===== src/rtl/viterbi_pkg.sv =====
// Shared types and constants for the Viterbi path-metric controller.
package viterbi_pkg;

  localparam int unsigned NSTATES   = 4;
  localparam int unsigned W_DEFAULT = 5;

  typedef logic [2:0] ctrl_state_t;

  localparam ctrl_state_t IDLE = 3'd0;
  localparam ctrl_state_t INIT = 3'd1;
  localparam ctrl_state_t RUN  = 3'd2;
  localparam ctrl_state_t TB   = 3'd3;
  localparam ctrl_state_t DONE = 3'd4;

  typedef logic [1:0] state_idx_t;

endpackage


===== src/rtl/pm_min4.sv =====
// Combinational minimum and argmin of four metrics; lowest index wins ties.
module pm_min4
  import viterbi_pkg::*;
#(
  parameter int unsigned W = W_DEFAULT
) (
  input  logic [W-1:0] m0,
  input  logic [W-1:0] m1,
  input  logic [W-1:0] m2,
  input  logic [W-1:0] m3,
  output logic [W-1:0] min_val,
  output state_idx_t   min_idx
);

  logic [W-1:0] min01, min23;
  logic         idx01, idx23;

  // Strict less-than keeps the lower index on equal values.
  always_comb begin
    idx01 = (m1 < m0);
    min01 = idx01 ? m1 : m0;
    idx23 = (m3 < m2);
    min23 = idx23 ? m3 : m2;
    if (min23 < min01) begin
      min_val = min23;
      min_idx = {1'b1, idx23};
    end else begin
      min_val = min01;
      min_idx = {1'b0, idx01};
    end
  end

endmodule


===== src/rtl/metric_ctrl.sv =====
// Frame sequencer and normalizer driving the four path-metric register banks.
module metric_ctrl
  import viterbi_pkg::*;
#(
  parameter int unsigned W           = W_DEFAULT,
  parameter int unsigned FRAME_LEN   = 32,
  parameter int unsigned NORM_THRESH = 16,
  parameter int unsigned INIT_BIAS   = 8
) (
  input  logic                         clk,
  input  logic                         reset,
  input  logic                         start,
  input  logic                         sym_valid,
  output logic                         sym_ready,
  input  logic [W-1:0]                 acs_m0,
  input  logic [W-1:0]                 acs_m1,
  input  logic [W-1:0]                 acs_m2,
  input  logic [W-1:0]                 acs_m3,
  input  logic [W-1:0]                 pm0,
  input  logic [W-1:0]                 pm1,
  input  logic [W-1:0]                 pm2,
  input  logic [W-1:0]                 pm3,
  output logic [W-1:0]                 m_in0,
  output logic [W-1:0]                 m_in1,
  output logic [W-1:0]                 m_in2,
  output logic [W-1:0]                 m_in3,
  output logic                         step_en,
  output logic [$clog2(FRAME_LEN)-1:0] step_cnt,
  output logic                         tb_start,
  output state_idx_t                   best_state,
  input  logic                         tb_done,
  output logic                         frame_done,
  output logic                         busy,
  output logic                         ovf
);

  localparam int unsigned CW = $clog2(FRAME_LEN);

  ctrl_state_t   state_q, state_d;
  logic [CW-1:0] step_cnt_q;
  logic          tb_start_q, frame_done_q, busy_q, ovf_q;
  state_idx_t    best_q;

  logic [W-1:0] acs [NSTATES];
  logic [W-1:0] pm  [NSTATES];
  logic [W-1:0] nxt [NSTATES];
  logic [W-1:0] acs_min, sub, nxt_min_unused;
  state_idx_t   acs_arg_unused, nxt_best;
  logic         accept, last_step, any_max;

  assign acs[0] = acs_m0;
  assign acs[1] = acs_m1;
  assign acs[2] = acs_m2;
  assign acs[3] = acs_m3;
  assign pm[0]  = pm0;
  assign pm[1]  = pm1;
  assign pm[2]  = pm2;
  assign pm[3]  = pm3;

  pm_min4 #(.W(W)) u_acs_min (
    .m0      (acs_m0),
    .m1      (acs_m1),
    .m2      (acs_m2),
    .m3      (acs_m3),
    .min_val (acs_min),
    .min_idx (acs_arg_unused)
  );

  pm_min4 #(.W(W)) u_nxt_min (
    .m0      (nxt[0]),
    .m1      (nxt[1]),
    .m2      (nxt[2]),
    .m3      (nxt[3]),
    .min_val (nxt_min_unused),
    .min_idx (nxt_best)
  );

  assign accept    = (state_q == RUN) && sym_valid;
  assign last_step = (step_cnt_q == CW'(FRAME_LEN - 1));
  assign any_max   = (acs_m0 == '1) || (acs_m1 == '1) || (acs_m2 == '1) || (acs_m3 == '1);
  // Subtracting only when every metric is at or above the threshold cannot underflow.
  assign sub       = (32'(acs_min) >= NORM_THRESH) ? W'(NORM_THRESH) : '0;

  always_comb begin
    for (int i = 0; i < NSTATES; i++) nxt[i] = pm[i];
    if (state_q == INIT) begin
      nxt[0] = '0;
      for (int i = 1; i < NSTATES; i++) nxt[i] = W'(INIT_BIAS);
    end else if (accept) begin
      for (int i = 0; i < NSTATES; i++) nxt[i] = acs[i] - sub;
    end
  end

  always_comb begin
    state_d = state_q;
    case (state_q)
      IDLE:    if (start) state_d = INIT;
      INIT:    state_d = RUN;
      RUN:     if (accept && last_step) state_d = TB;
      TB:      if (tb_done) state_d = DONE;
      DONE:    state_d = IDLE;
      default: state_d = IDLE;
    endcase
  end

  always_ff @(posedge clk or negedge reset) begin
    if (!reset) begin
      state_q      <= IDLE;
      step_cnt_q   <= '0;
      tb_start_q   <= 1'b0;
      frame_done_q <= 1'b0;
      busy_q       <= 1'b0;
      ovf_q        <= 1'b0;
      best_q       <= '0;
    end else begin
      state_q      <= state_d;
      busy_q       <= (state_d == INIT) || (state_d == RUN) || (state_d == TB);
      tb_start_q   <= (state_q == RUN) && (state_d == TB);
      frame_done_q <= (state_d == DONE);
      if (state_q == INIT) begin
        step_cnt_q <= '0;
        ovf_q      <= 1'b0;
      end else if (accept) begin
        step_cnt_q <= last_step ? '0 : step_cnt_q + 1'b1;
        if (any_max) ovf_q <= 1'b1;
      end
      if ((state_q == RUN) && (state_d == TB)) best_q <= nxt_best;
    end
  end

  assign sym_ready  = (state_q == RUN);
  assign step_en    = accept;
  assign m_in0      = nxt[0];
  assign m_in1      = nxt[1];
  assign m_in2      = nxt[2];
  assign m_in3      = nxt[3];
  assign step_cnt   = step_cnt_q;
  assign tb_start   = tb_start_q;
  assign frame_done = frame_done_q;
  assign busy       = busy_q;
  assign ovf        = ovf_q;
  assign best_state = best_q;

endmodule


===== config.mk =====
export PLATFORM = sky130hd
export DESIGN_NAME = metric_ctrl
export DESIGN_NICKNAME = d
export VERILOG_FILES = /design/src/rtl/viterbi_pkg.sv /design/src/rtl/pm_min4.sv /design/src/rtl/metric_ctrl.sv
export SDC_FILE = /design/constraint.sdc
export NUM_CORES = 1
export LEC_CHECK = 0
export BUFFER_PORTS_ARGS = -buffer_cell sky130_fd_sc_hd__buf_2
export CORE_MARGIN = 2
export CORE_UTILIZATION = 54
export CTS_BUF_LIST = sky130_fd_sc_hd__clkbuf_4 sky130_fd_sc_hd__clkbuf_8 sky130_fd_sc_hd__clkbuf_16
export CTS_CLUSTER_SIZE = 28
export DETAILED_ROUTE_END_ITERATION = 6
export PLACE_DENSITY = 0.87
export SETUP_SLACK_MARGIN = 0.2
export SLEW_MARGIN = 25
export SYNTH_ARGS = -nofsm -noshare
export SYNTH_HDL_FRONTEND = slang
export SYNTH_SLANG_ARGS = --single-unit

===== constraint.sdc =====
create_clock -name clk -period 8.55 [get_ports clk]
set_input_delay 1.71 -clock clk [delete_from_list [all_inputs] [get_ports clk]]
set_output_delay 1.71 -clock clk [all_outputs]
set_load 0.02 [all_outputs]

After elaboration in Yosys (flattened, before gate mapping):

Index checks and enable logic that the tools add are counted.

* add/subtract/negate cells: 5
* $mul: 0
* divide/modulo/power cells: 0
* magnitude comparators: 7
* equality and inequality tests: 12
* shift operators: 0
* multiplexer cells: 19
* bitwise operators: 0
* reduce and logical (&&, ||, !) cells: 12

Operator list (number)
* 5-bit two-way mux: 9
* 20-bit two-way mux: 2
* 5-bit < comparator: 6
* 5-bit == test, second input constant: 5
* 5-bit subtractor: 4
* 3-bit by 2-bit == test with 1-bit output, second input constant: 4
* 3-bit case mux with 4 select lines: 1
* 3-bit two-way mux: 3
* 3-bit by 1-bit == test with 1-bit output, second input constant: 2
* 5-bit by 1-bit adder with 5-bit output, second input constant: 1
* 5-bit >= comparator, second input constant: 1
* 1-bit logical OR: 5
* 2-bit nonzero test: 2
* 3-bit == test, second input constant: 1
* 1-bit logical AND: 3
* 3-bit logical NOT: 1
* 1-bit two-way mux: 3
* 2-bit two-way mux: 1
* 2-bit AND reduction: 1

* bits in registers: 14
* bits in latches: 0
* RAM bits: 0
* bits in read-only memories: 0
* output and inout port bits: 33
* memories kept: 0

Logic depth before layout (Yosys ltp):

* depth after elaboration: 13
* mapped depth: 30

Hierarchy:

A second synthesis with hierarchy kept.

* cells, all modules: 242
* area total of the unflattened synthesis: 2178.3 µm²

Modules (own cells, without submodules)
* pm_min4: times used 2, cells an instance 73, area each 616.8 µm², sequential area each 0.0 µm²
* metric_ctrl: times used 1, cells an instance 96, area each 944.7 µm², sequential area each 350.3 µm²

Worst setup path before layout:

OpenSTA, ideal clock, no wires.

* kind: input port to flip-flop
* from: in acs_m0[2]
* to: reg best_q[0], in the netlist best_state[0]
* library setup time: 128 ps
* data arrival time: 7481 ps
* path slack: 941 ps
* stages on the path: 27
* cells stage by stage: inv_1 -> ha_1 -> a211oi_2 -> nor2_2 -> a211o_2 -> mux2i_1 -> ha_1 -> and4_1 -> o31a_1 -> a221oi_4 -> mux2i_4 -> xnor2_1 -> a21oi_1 -> ha_1 -> and3_1 -> a221oi_1 -> o21a_1 -> buf_2 -> mux2i_1 -> ha_1 -> a21o_1 -> a21o_1 -> a21oi_1 -> o221ai_1 -> o31ai_2 -> mux2i_1 -> a21oi_1

* cells in the longest elaborated chain, start to end: 13
* elaborated cells on any way between the ends: 18

RTL lines
* start, declared: line metric_ctrl.sv:15 `input logic [W-1:0] acs_m0,`
* 5-bit < comparator: line pm_min4.sv:20 `idx01 = (m1 < m0);`
* 5-bit two-way mux *: line pm_min4.sv:21 `min01 = idx01 ? m1 : m0;`
* 5-bit < comparator: line pm_min4.sv:24 `if (min23 < min01) begin`
* 5-bit two-way mux *: line pm_min4.sv:24
* 5-bit >= comparator *: line metric_ctrl.sv:82 `assign sub = (32'(acs_min) >= NORM_THRESH) ? W'(NORM_THRESH) : '0;`
* 5-bit two-way mux *: line metric_ctrl.sv:82
* 5-bit subtractor *: line metric_ctrl.sv:90 `for (int i = 0; i < NSTATES; i++) nxt[i] = acs[i] - sub;`
* 20-bit two-way mux *: line metric_ctrl.sv:89 `end else if (accept) begin`
* 20-bit two-way mux *: line metric_ctrl.sv:86 `if (state_q == INIT) begin`
* via m_in1[4]: line metric_ctrl.sv:24 `output logic [W-1:0] m_in1,`
* 5-bit < comparator: line pm_min4.sv:20
* 5-bit two-way mux: line pm_min4.sv:21
* 5-bit < comparator: line pm_min4.sv:24
* 2-bit two-way mux *: line pm_min4.sv:24
* end signal, assigned: line metric_ctrl.sv:127 `if ((state_q == RUN) && (state_d == TB)) best_q <= nxt_best;`
* end, declared: line metric_ctrl.sv:42 `state_idx_t best_q;`

The timed path passes the listed nets; every way through them passes the cells marked *.
A chain may end at the register's enable or synchronous reset.

Worst setup path in the final report:

* from: in acs_m0[2]
* to: reg best_q[0], in the netlist best_state[0]

* cells in the longest elaborated chain, start to end: 13
* elaborated cells on any way between the ends: 18

RTL lines (line)
* 5-bit < comparator: pm_min4.sv:20
* 5-bit two-way mux: pm_min4.sv:21
* 5-bit < comparator: pm_min4.sv:24
* 5-bit two-way mux: pm_min4.sv:24
* 5-bit >= comparator: metric_ctrl.sv:82
* 5-bit two-way mux: metric_ctrl.sv:82
* 5-bit subtractor: metric_ctrl.sv:90
* 20-bit two-way mux *: metric_ctrl.sv:89
* 20-bit two-way mux *: metric_ctrl.sv:86
* 5-bit < comparator, on equally long branches: pm_min4.sv:22, pm_min4.sv:20
* 5-bit two-way mux, on equally long branches: pm_min4.sv:23, pm_min4.sv:21
* 5-bit < comparator: pm_min4.sv:24
* 2-bit two-way mux *: pm_min4.sv:24

Mark *: on every way between the ends. The rest lies on a longest branch, timed or not.

==> metrics.yaml <==
timing:
  rsz0062_at_grt: "no"
  whs_ns: 0.523
  max-slew-margin-rel_pct: 44.1
  max_freq_mhz: 126
  finalSetupTns_ns: 0
  drv_slew: 0
  finalCriticalPeriod_ns: 7.96
  fin_ws_ns: 0.591
  final_hold_viol_count: 0
  post-route-period-util_pct: 93.1
  tightest_slew_ns: 0.836
  skew_ns: 0.00220
  setup_viol_count_final: 0
place:
  gp_congestion: 0.911
  placed_cells: 347
  port_buffers: 77
  dp_hpwl_um: 4450
  place_ws_ns: 0.359
  placed_area_um2: 2430
global_route:
  met1_usage_pct: 36.6
  grt_max_degree: 32
  met2_usage_pct: 43.2
  grt_pass1_vias: 1952
  antenna_found_initial: 0
  track_usage_pct: 26.0
  overflow: 0
  busiest_layer: "met2"
  met3_usage_pct: 3.94
  grt_first_pass_wirelength_um: 8830
critical_path:
  crit_path_max_fanout: 9
  worstPathArrival_ns: 8.08
  cpMaxStageDelayCell: "mux2i_4"
  crit_buf_inv: 2
  critPathRequiredTime_ns: 8.67
  r2r_cells: 17
  crit_family: "compound AO/OA/AOI/OAI gates"
  crit_cells: 27
  cpMostUsedCell: "ha_1"
  worstSetupPathType: "input port to register"
  critical_path.max_stage_delay_ns: 0.42
  end_kind: "register"
  worstSetupStartpointType: "input port"
  r2r_slack_ns: 3.18
layout:
  drive_above_1_share_pct: 34.7
  final_cell_mix: "77 x buf_2, 26 x ha_1, 17 x inv_1, 15 x a21oi_1"
  nFillCells: 316
  fin_area_um2: 2480
  diodes: 0
  stdcell_count: 351
  multi_input_area_um2: 1560
  seq_area_um2: 350
  mostFrequentLayoutCell: "buf_2"
  area_delta_synth_final_pct: 21.5
  layout.nets: 375
floorplanning:
  rows: 22
  start_util_pct: 55.8
  ios: 78
  die_w_um: 65.5
  core_um2: 3660
  die_area_um2: 4290
  die_h_um: 65.5
detailed_routing:
  drcViolationCount: 0
  vias: 2115
  drtIter0Drc: 165
  routed_wl_um: 5510
  drt-pass1-iter-count: 4
  wire_per_inst_um: 15.7
  drt-vias-per-instance: 6.03
  drt.antenna.violating_nets: 0
job:
  max_cap_violations: 0
clocking:
  cts_root_buf: "clkbuf_8"
  tritoncts: "yes"
  htree_levels: 1
  cts.sink_count: 14
  cts_made_buffers: 3
  post_cts_buffers: 0
  clk_pin_slew_ns: 0.06
  clockBufferDepth: 2
  insertion_delay_ns: 0.24
pwr:
  power_frac_clock_pct: 7.0
  ir_worst_vdd_uv: 196
  swShare_pct: 52.5
  comb_power_share_pct: 80.0
  p_switching_uw: 468
  power_leakage_nw: 1.33
  p_seq_share_pct: 13.0
  p_int_uw: 424
  p_per_area_nw_per_um2: 359
status:
  status: "complete, no violations"
synthesis:
  synth_top_flop_cell: "dfrtp_1"
  synth_cells: 233
  ys_async_sr_fraction_pct: 100
  synth.avg_cell_area_um2: 8.77
  synth_cell_type_count: 62
  syn_area_um2: 2040
  synth-edff-count: 0
  ys_ff_latch: 14
  seq_area_frac_synth_pct: 17.1
  syn-num-nets: 304
  yosys_warnings: 0
hold_path:
  hold_class: "register to register"
  hold_depth: 2
-- flip-flops by register name (all words and copies together) (netlist names) --
signal,cells
busy,1
ovf,1
best_state,2
state_q,3
tb_start,1
step_cnt,5
frame_done,1
-- power groups by stage --
| stage | Combinational (mW) | Sequential (mW) | Clock, mW |
|---|---|---|---|
| detailed placement | 0.700 | 0.116 | 0 |
| CTS | 0.705 | 0.115 | 0.0651 |
| global route | 0.783 | 0.120 | 0.0685 |
| floorplan | 0.547 | 0.117 | 0 |
| global placement | 0.685 | 0.115 | 0 |
| finish | 0.713 | 0.116 | 0.0627 |
-- routing by layer --
metal	up-vias	part of all wire, %
met1	1007	46
met3	4	6.2
met4	0	0.31
li1	1031	-
met5	-	0
met2	73	47
-- cell families after synthesis --
logic type	share of synthesized area (%)
compound gates	30.8
xor+xnor	2.57
fa+ha+maj	15.9
buf+inv	6.67
flops	17.1
mux	8.20
simple gates	18.7
-- metrics by stage --
stage	utilization, %	total power, mW
finish	67.9	0.891
global route	67.9	0.972
floorplan	-	0.664
CTS	67.8	0.885
global placement	66.3	0.800
detailed placement	66.3	0.816
-- cell type report --
class / instances / area share (%)
repair buffers: 78 / 15.8
inverters: 18 / 2.72
flip-flops and latches: 14 / 14.1
well taps: 48 / 2.42
multi-input cells: 189 / 62.7
clock buffers: 4 / 2.22
-- cell usage after synthesis (3+ instances only) --
cell type	number	share of area [%]
mux2_2	3	1.7
ha_1	26	16
nand4_1	4	1.2
nand3_1	4	0.98
o21ai_1	3	0.73
nand2_1	9	1.7
a211oi_1	3	1.1
buf_2	4	0.98
xnor2_1	5	2.1
a22oi_1	6	2.2
a21oi_1	15	3.7
dfrtp_1	14	17
a21o_1	6	2.2
o21ai_0	9	2.2
mux2i_1	10	4.9
a22o_1	13	5.6
nor2_1	14	2.6
clkbuf_1	3	0.55
inv_1	17	3.1
and3_1	5	1.5
o21a_1	3	1.1
-- worst paths after layout --
kind	start	end
max	acs_m0[2]	best_state[0]$_DFFE_PN0P_
min	ovf$_DFFE_PN0P_	ovf$_DFFE_PN0P_
max reg2reg	state_q[0]$_DFF_PN0_	best_state[0]$_DFFE_PN0P_
min reg2reg	ovf$_DFFE_PN0P_	ovf$_DFFE_PN0P_
max in group asynchronous	reset	step_cnt[0]$_DFFE_PN0P_
min in group asynchronous	reset	frame_done$_DFF_PN0_
-- worst reg2reg max path, stage by stage, from the launching register on --
cell and delay, ns:
dfrtp_1 0.60, nand4bb_4 0.36, inv_2 0.27, nor2_1 0.72, a22oi_1 0.31, ha_1 0.39, and3_1 0.20, a221oi_1 0.29
o21a_2 0.29, mux2i_1 0.24, ha_1 0.27, a21o_1 0.16, a21o_1 0.17, a21oi_1 0.20, o221ai_1 0.16, o31ai_2 0.28
mux2i_1 0.25, a21oi_1 0.09
-- what timing repair did --
| action | 4_1_cts | 5_1_grt |
|---|---|---|
| gates resized for setup | 0 | 1 |
| hold buffers | 0 | 0 |
| setup endpoints to repair | 0 | 1 |
Note: power is estimated with default switching activity, not from simulation.
